$ cat src/rtl/detector_sequencia_pkg.sv
// Shared types and limits for the serial pattern detector.
package detector_sequencia_pkg;

    localparam int unsigned STATE_W   = 2;
    localparam int unsigned WIDTH_MAX = 32;
    localparam int unsigned CNT_W_MAX = 16;

    typedef enum logic [STATE_W-1:0] {
        StIdle = 2'd0,
        StFill = 2'd1,
        StRun  = 2'd2
    } state_e;

endpackage

$ cat src/rtl/contador_saturado.sv
// Saturating up-counter with synchronous reset and clear; used for the match count.
module contador_saturado #(
    parameter int unsigned CNT_W = 8
) (
    input  logic             i_clk,
    input  logic             i_rst,
    input  logic             i_clr,
    input  logic             i_inc,
    output logic [CNT_W-1:0] o_q
);

    logic [CNT_W-1:0] r_q;

    always_ff @(posedge i_clk) begin
        if (i_rst) begin
            r_q <= '0;
        end else if (i_clr) begin
            r_q <= '0;
        end else if (i_inc && (r_q != {CNT_W{1'b1}})) begin
            r_q <= r_q + 1'b1;
        end
    end

    assign o_q = r_q;

endmodule

$ cat src/rtl/detector_sequencia.sv
// Programmable masked serial pattern detector with overlap control.
// Optional match counter enabled by defining DETECTOR_SEQUENCIA_COUNT_EN.
module detector_sequencia
    import detector_sequencia_pkg::*;
#(
    parameter int unsigned WIDTH = 8,
    parameter int unsigned CNT_W = 8
) (
    input  logic             i_clk,
    input  logic             i_rst,
    input  logic             i_setar_palavra,
    input  logic [WIDTH-1:0] i_palavra,
    input  logic [WIDTH-1:0] i_mascara,
    input  logic             i_overlap,
    input  logic             i_start,
    input  logic             i_stop,
    input  logic             i_bit_valid,
    input  logic             i_bit_in,
    output logic             o_encontrado,
    output logic             o_busy,
    output logic [CNT_W-1:0] o_match_count
);

    localparam int unsigned FILL_W = $clog2(WIDTH + 1);
    localparam logic [FILL_W-1:0] FILL_FULL = FILL_W'(WIDTH);

    if ((WIDTH < 2) || (WIDTH > WIDTH_MAX)) begin : g_bad_width
        $error("detector_sequencia: WIDTH out of range");
    end
    if ((CNT_W < 1) || (CNT_W > CNT_W_MAX)) begin : g_bad_cnt_w
        $error("detector_sequencia: CNT_W out of range");
    end

    state_e            r_state;
    logic [WIDTH-1:0]  r_pat;
    logic [WIDTH-1:0]  r_msk;
    logic [WIDTH-1:0]  r_hist;
    logic [FILL_W-1:0] r_fill;
    logic              r_encontrado;

    state_e            w_state_nxt;
    logic [WIDTH-1:0]  w_pat_nxt;
    logic [WIDTH-1:0]  w_msk_nxt;
    logic [WIDTH-1:0]  w_hist_nxt;
    logic [FILL_W-1:0] w_fill_nxt;
    logic              w_enc_nxt;

    logic              w_accept;
    logic [WIDTH-1:0]  w_hist_shift;
    logic [FILL_W-1:0] w_fill_inc;
    logic              w_cmp_ok;
    logic              w_match;

    // Bits only count when no higher-priority control is active this cycle.
    assign w_accept     = (r_state != StIdle) && i_bit_valid &&
                          !i_setar_palavra && !i_stop && !i_start;
    assign w_hist_shift = {r_hist[WIDTH-2:0], i_bit_in};
    assign w_fill_inc   = (r_fill == FILL_FULL) ? FILL_FULL : r_fill + 1'b1;
    assign w_cmp_ok     = &((w_hist_shift ~^ r_pat) | ~r_msk);
    assign w_match      = w_accept && (w_fill_inc == FILL_FULL) && w_cmp_ok;

    always_comb begin
        w_state_nxt = r_state;
        w_pat_nxt   = r_pat;
        w_msk_nxt   = r_msk;
        w_hist_nxt  = r_hist;
        w_fill_nxt  = r_fill;
        w_enc_nxt   = 1'b0;

        if (i_setar_palavra) begin
            w_pat_nxt   = i_palavra;
            w_msk_nxt   = i_mascara;
            w_hist_nxt  = '0;
            w_fill_nxt  = '0;
            w_state_nxt = StIdle;
        end else if (i_stop) begin
            w_state_nxt = StIdle;
        end else if (i_start) begin
            w_hist_nxt  = '0;
            w_fill_nxt  = '0;
            w_state_nxt = StFill;
        end else if (w_accept) begin
            w_enc_nxt = w_match;
            if (w_match && !i_overlap) begin
                w_hist_nxt  = '0;
                w_fill_nxt  = '0;
                w_state_nxt = StFill;
            end else begin
                w_hist_nxt  = w_hist_shift;
                w_fill_nxt  = w_fill_inc;
                w_state_nxt = (w_fill_inc == FILL_FULL) ? StRun : StFill;
            end
        end
    end

    always_ff @(posedge i_clk) begin
        if (i_rst) begin
            r_state      <= StIdle;
            r_pat        <= '0;
            r_msk        <= '1;
            r_hist       <= '0;
            r_fill       <= '0;
            r_encontrado <= 1'b0;
        end else begin
            r_state      <= w_state_nxt;
            r_pat        <= w_pat_nxt;
            r_msk        <= w_msk_nxt;
            r_hist       <= w_hist_nxt;
            r_fill       <= w_fill_nxt;
            r_encontrado <= w_enc_nxt;
        end
    end

    assign o_encontrado = r_encontrado;
    assign o_busy       = (r_state != StIdle);

`ifdef DETECTOR_SEQUENCIA_COUNT_EN
    logic w_cnt_clr;

    // A start only clears the count when it restarts an armed detector.
    assign w_cnt_clr = i_setar_palavra ||
                       (!i_stop && i_start && (r_state != StIdle));

    contador_saturado #(
        .CNT_W (CNT_W)
    ) u_contador (
        .i_clk (i_clk),
        .i_rst (i_rst),
        .i_clr (w_cnt_clr),
        .i_inc (w_match),
        .o_q   (o_match_count)
    );
`else
    assign o_match_count = '0;
`endif

endmodule

$ cat config.mk
export PLATFORM = sky130hd
export DESIGN_NAME = detector_sequencia
export DESIGN_NICKNAME = d
export VERILOG_FILES = /design/src/rtl/detector_sequencia_pkg.sv /design/src/rtl/contador_saturado.sv /design/src/rtl/detector_sequencia.sv
export SDC_FILE = /design/constraint.sdc
export NUM_CORES = 1
export LEC_CHECK = 0
export BUFFER_PORTS_ARGS = -buffer_cell sky130_fd_sc_hd__clkbuf_2
export CAP_MARGIN = 30
export CORE_ASPECT_RATIO = 1.75
export CORE_MARGIN = 5
export CORE_UTILIZATION = 46
export CTS_CLUSTER_DIAMETER = 60
export CTS_CLUSTER_SIZE = 30
export DETAILED_ROUTE_END_ITERATION = 12
export PLACE_DENSITY_LB_ADDON = 0.25
export SETUP_SLACK_MARGIN = 0.4
export SYNTH_ARGS = -nofsm -noshare
export SYNTH_HDL_FRONTEND = slang
export SYNTH_SLANG_ARGS = --single-unit
$ cat constraint.sdc
create_clock -name i_clk -period 2 [get_ports i_clk]
set_input_delay 0.4 -clock i_clk [delete_from_list [all_inputs] [get_ports i_clk]]
set_output_delay 0.4 -clock i_clk [all_outputs]
set_load 0.01 [all_outputs]
==> flow_summary.toml <==
[cts]
cts_hold_buf = 0
clock_latency_ns = 0.28
cts_made_buffers = 5
clock_tree.htree_level_count = 2
clk_pin_slew_ns = 0.06
cts_root_buf = "clkbuf_8"
cts_tree = "done"
numClockSinks = 30
clk_path_buf_depth = 2

[critical_path]
start_kind = "flip-flop"
critical-path-slowest-cell = "dfxtp_4"
path_class = "flip-flop to flip-flop"
rr_endpoint = "r_hist[6]"
cp.arrival_ns = 2.15
crit_end = "r_hist[6]"
crit_start = "r_fill[1]"
cp_slowest_stage_delay_ns = 0.38
ff2ff_setup_slack_ns = 0.02
crit_chain = "inv_4 > ha_4 > a311o_1 > or3_4 > o31a_1 > a22o_1"
path_delay_family = "compound AO/OA/AOI/OAI gates"
endpoint_kind = "flip-flop"
cp.depth = 6
rr_worst_depth = 6
r2r_start = "r_fill[1]"
cp_max_fo = 7
critPathBufInv = 1
cp.required_ns = 2.17

[synthesis]
syn_area_per_cell_um2 = 9.66
netlist.area_leader.share = 0.438
synth-async-reset-ratio = 0
synth_seq_area_share = 0.438
yosys_warnings = 0
ys_ff_latch = 30
syn_inst = 142
ys_types = 36
yosys-top-cells-area = "dfxtp_1 (44%), mux2i_1 (5.8%), xor2_1 (5.7%), a211o_1 (5.1%), a22o_1 (4.5%)"
post-synth-top-area-cell = "dfxtp_1"
syn_area_um2 = 1370
synth_edf_count = 0
synth_flop_cell = "dfxtp_1"

[placed_design]
post-place-ws_ns = -0.167
io_buffers = 25
dpl.hpwl_um = 2280
routabilityCongestion = 0.763
postPlaceCellArea_um2 = 1570

[detailed_routing]
route.detailed.drc = 0
vias = 1141
drtIter0Drc = 15
ant_nets = 0
wl_um = 3230
routedWlPerCell_um = 15.2
routed_via_density = 5.36
firstDrtPassIters = 4

[die]
dieArea_um2 = 4220
die_w_um = 51.3
fp.coreArea_um2 = 2900
io_pins = 34
rows = 26
start_util = 0.474
die_y_um = 82.2

[global_route]
antenna_found_initial = 0
grt_max_degree = 27
grt.busiest_layer = "met2"
grt_pass1_wl_um = 5090
grtUsageMet1 = 0.136
grt_overflow_total = 0
grt_pass1_vias = 1224
gr-usage-met3 = 0.0431
grtUsageMet2 = 0.323
track_usage = 0.164

[finish]
drive_gt1_frac = 0.362
layout_commonest_cell = "dfxtp_1"
final_cell_mix = "dfxtp_1 (26), clkbuf_2 (25), nor2_1 (16), buf_4 (16), xor2_1 (9)"
nNetsFinal = 210
antenna_cells = 0
stdcell_area_um2 = 1820
area_growth_pct = 32.6

[timing]
setup_viol = 0
timing.final.ws_setup_ns = 0.0169
rsz0062_at_grt = "yes"
slew_headroom = 0.636
finalClockSkew_ns = 0.00215
hold_ws_ns = 0.327
finalMaxSlewViolations = 0
worstMarginPinSlew_ns = 0.541
max_freq_ghz = 0.504
fin_setup_tns_ns = 0
min_period_ns = 1.98
min_period_over_period = 0.992
hold_viol = 0

[power]
peakVddDrop_uv = 489
p_leak_nw = 0.834
total_power_mw = 1.34
power_density_nw_per_um2 = 739

[min_path]
hold_path.class = "input port to flip-flop"

[status]
status = "complete, no violations"

[run]
max-cap-violations = 0
registers in the layout (all words and copies together), names as in the netlist:
name,cells
r_state,2
r_msk,8
o_encontrado,1
r_fill,4
r_hist,7
r_pat,8
report_power, final:
group | switching [mW] | leakage [nW] | internal, mW | total [mW]
Sequential | 0.0132 | 0.248 | 0.617 | 0.630
Clock | 0.213 | 0.0524 | 0.372 | 0.585
Combinational | 0.0678 | 0.533 | 0.0611 | 0.129
worst min-delay path by stage:
stage	from	endpoint	slack (ns)	cells past startpoint
finish	i_mascara[4]	r_msk[4]	0.33	2
floorplan	r_fill[3]	r_fill[3]	0.46	2
CTS	i_mascara[6]	r_msk[6]	0.32	2
detailed placement	r_state[1]	r_state[1]	0.48	2
global placement	r_state[1]	r_state[1]	0.47	2
global route	i_mascara[6]	r_msk[6]	0.33	2
synthesized netlist by cell type (all sizes together), types with 3 or more instances:
library cell  instances
nor2                 16
and2b                 3
a21oi                 3
mux2i                 8
a22o                  7
inv                   5
a211o                 8
xor2                  9
a22oi                 5
clkbuf                4
dfxtp                30
buf                  11
nor2b                 6
nand2                 3
metal layers:
layer  part of all wire  routed length [um]
met1               0.35                1120
met2               0.60                1940
met3              0.034                 109
met4              0.021                  69
met5                  0                   0
worst reg2reg max path, stage by stage (launching register included):
cell     delay, ns
dfxtp_4       0.38
inv_4         0.04
ha_4          0.23
a311o_1       0.29
or3_4         0.35
o31a_1        0.38
a22o_1        0.21
logic make-up (layout without fill, tap and decap cells):
logic type | Yosys count | after routing | share of synthesized area
AO/OA/AOI/OAI | 32 | 32 | 0.187
AND/OR/NAND/NOR | 40 | 40 | 0.160
multiplexers | 8 | 8 | 0.0584
buffers and inverters | 20 | 56 | 0.0785
other | 1 | 8 | 0.00273
flip-flops | 30 | 30 | 0.438
XOR/XNOR | 9 | 9 | 0.0575
adder cells (fa/ha/maj) | 2 | 2 | 0.0182
final cells by class:
class | count | area (um^2)
inverters | 5 | 21.3
flip-flops and latches | 30 | 611
clock inverters | 1 | 30.0
multi-input cells | 99 | 777
well taps | 28 | 35.0
fillers | 255 | 1080
clock buffers | 7 | 76.3
repair buffers | 43 | 268
metrics by stage:
step,std cells,utilization
3_3_place_gp,199,0.541
4_1_cts,211,0.606
2_1_floorplan,149,-
6_report,213,0.628
5_1_grt,213,0.628
3_5_place_dp,199,0.541
timing repair:
action	4_1_cts	5_1_grt
resized for setup	15	7
endpoints found under the setup margin	11	11
setup buffers	4	2
pin swaps	12	2
Power figures use the tool's default switching activity.
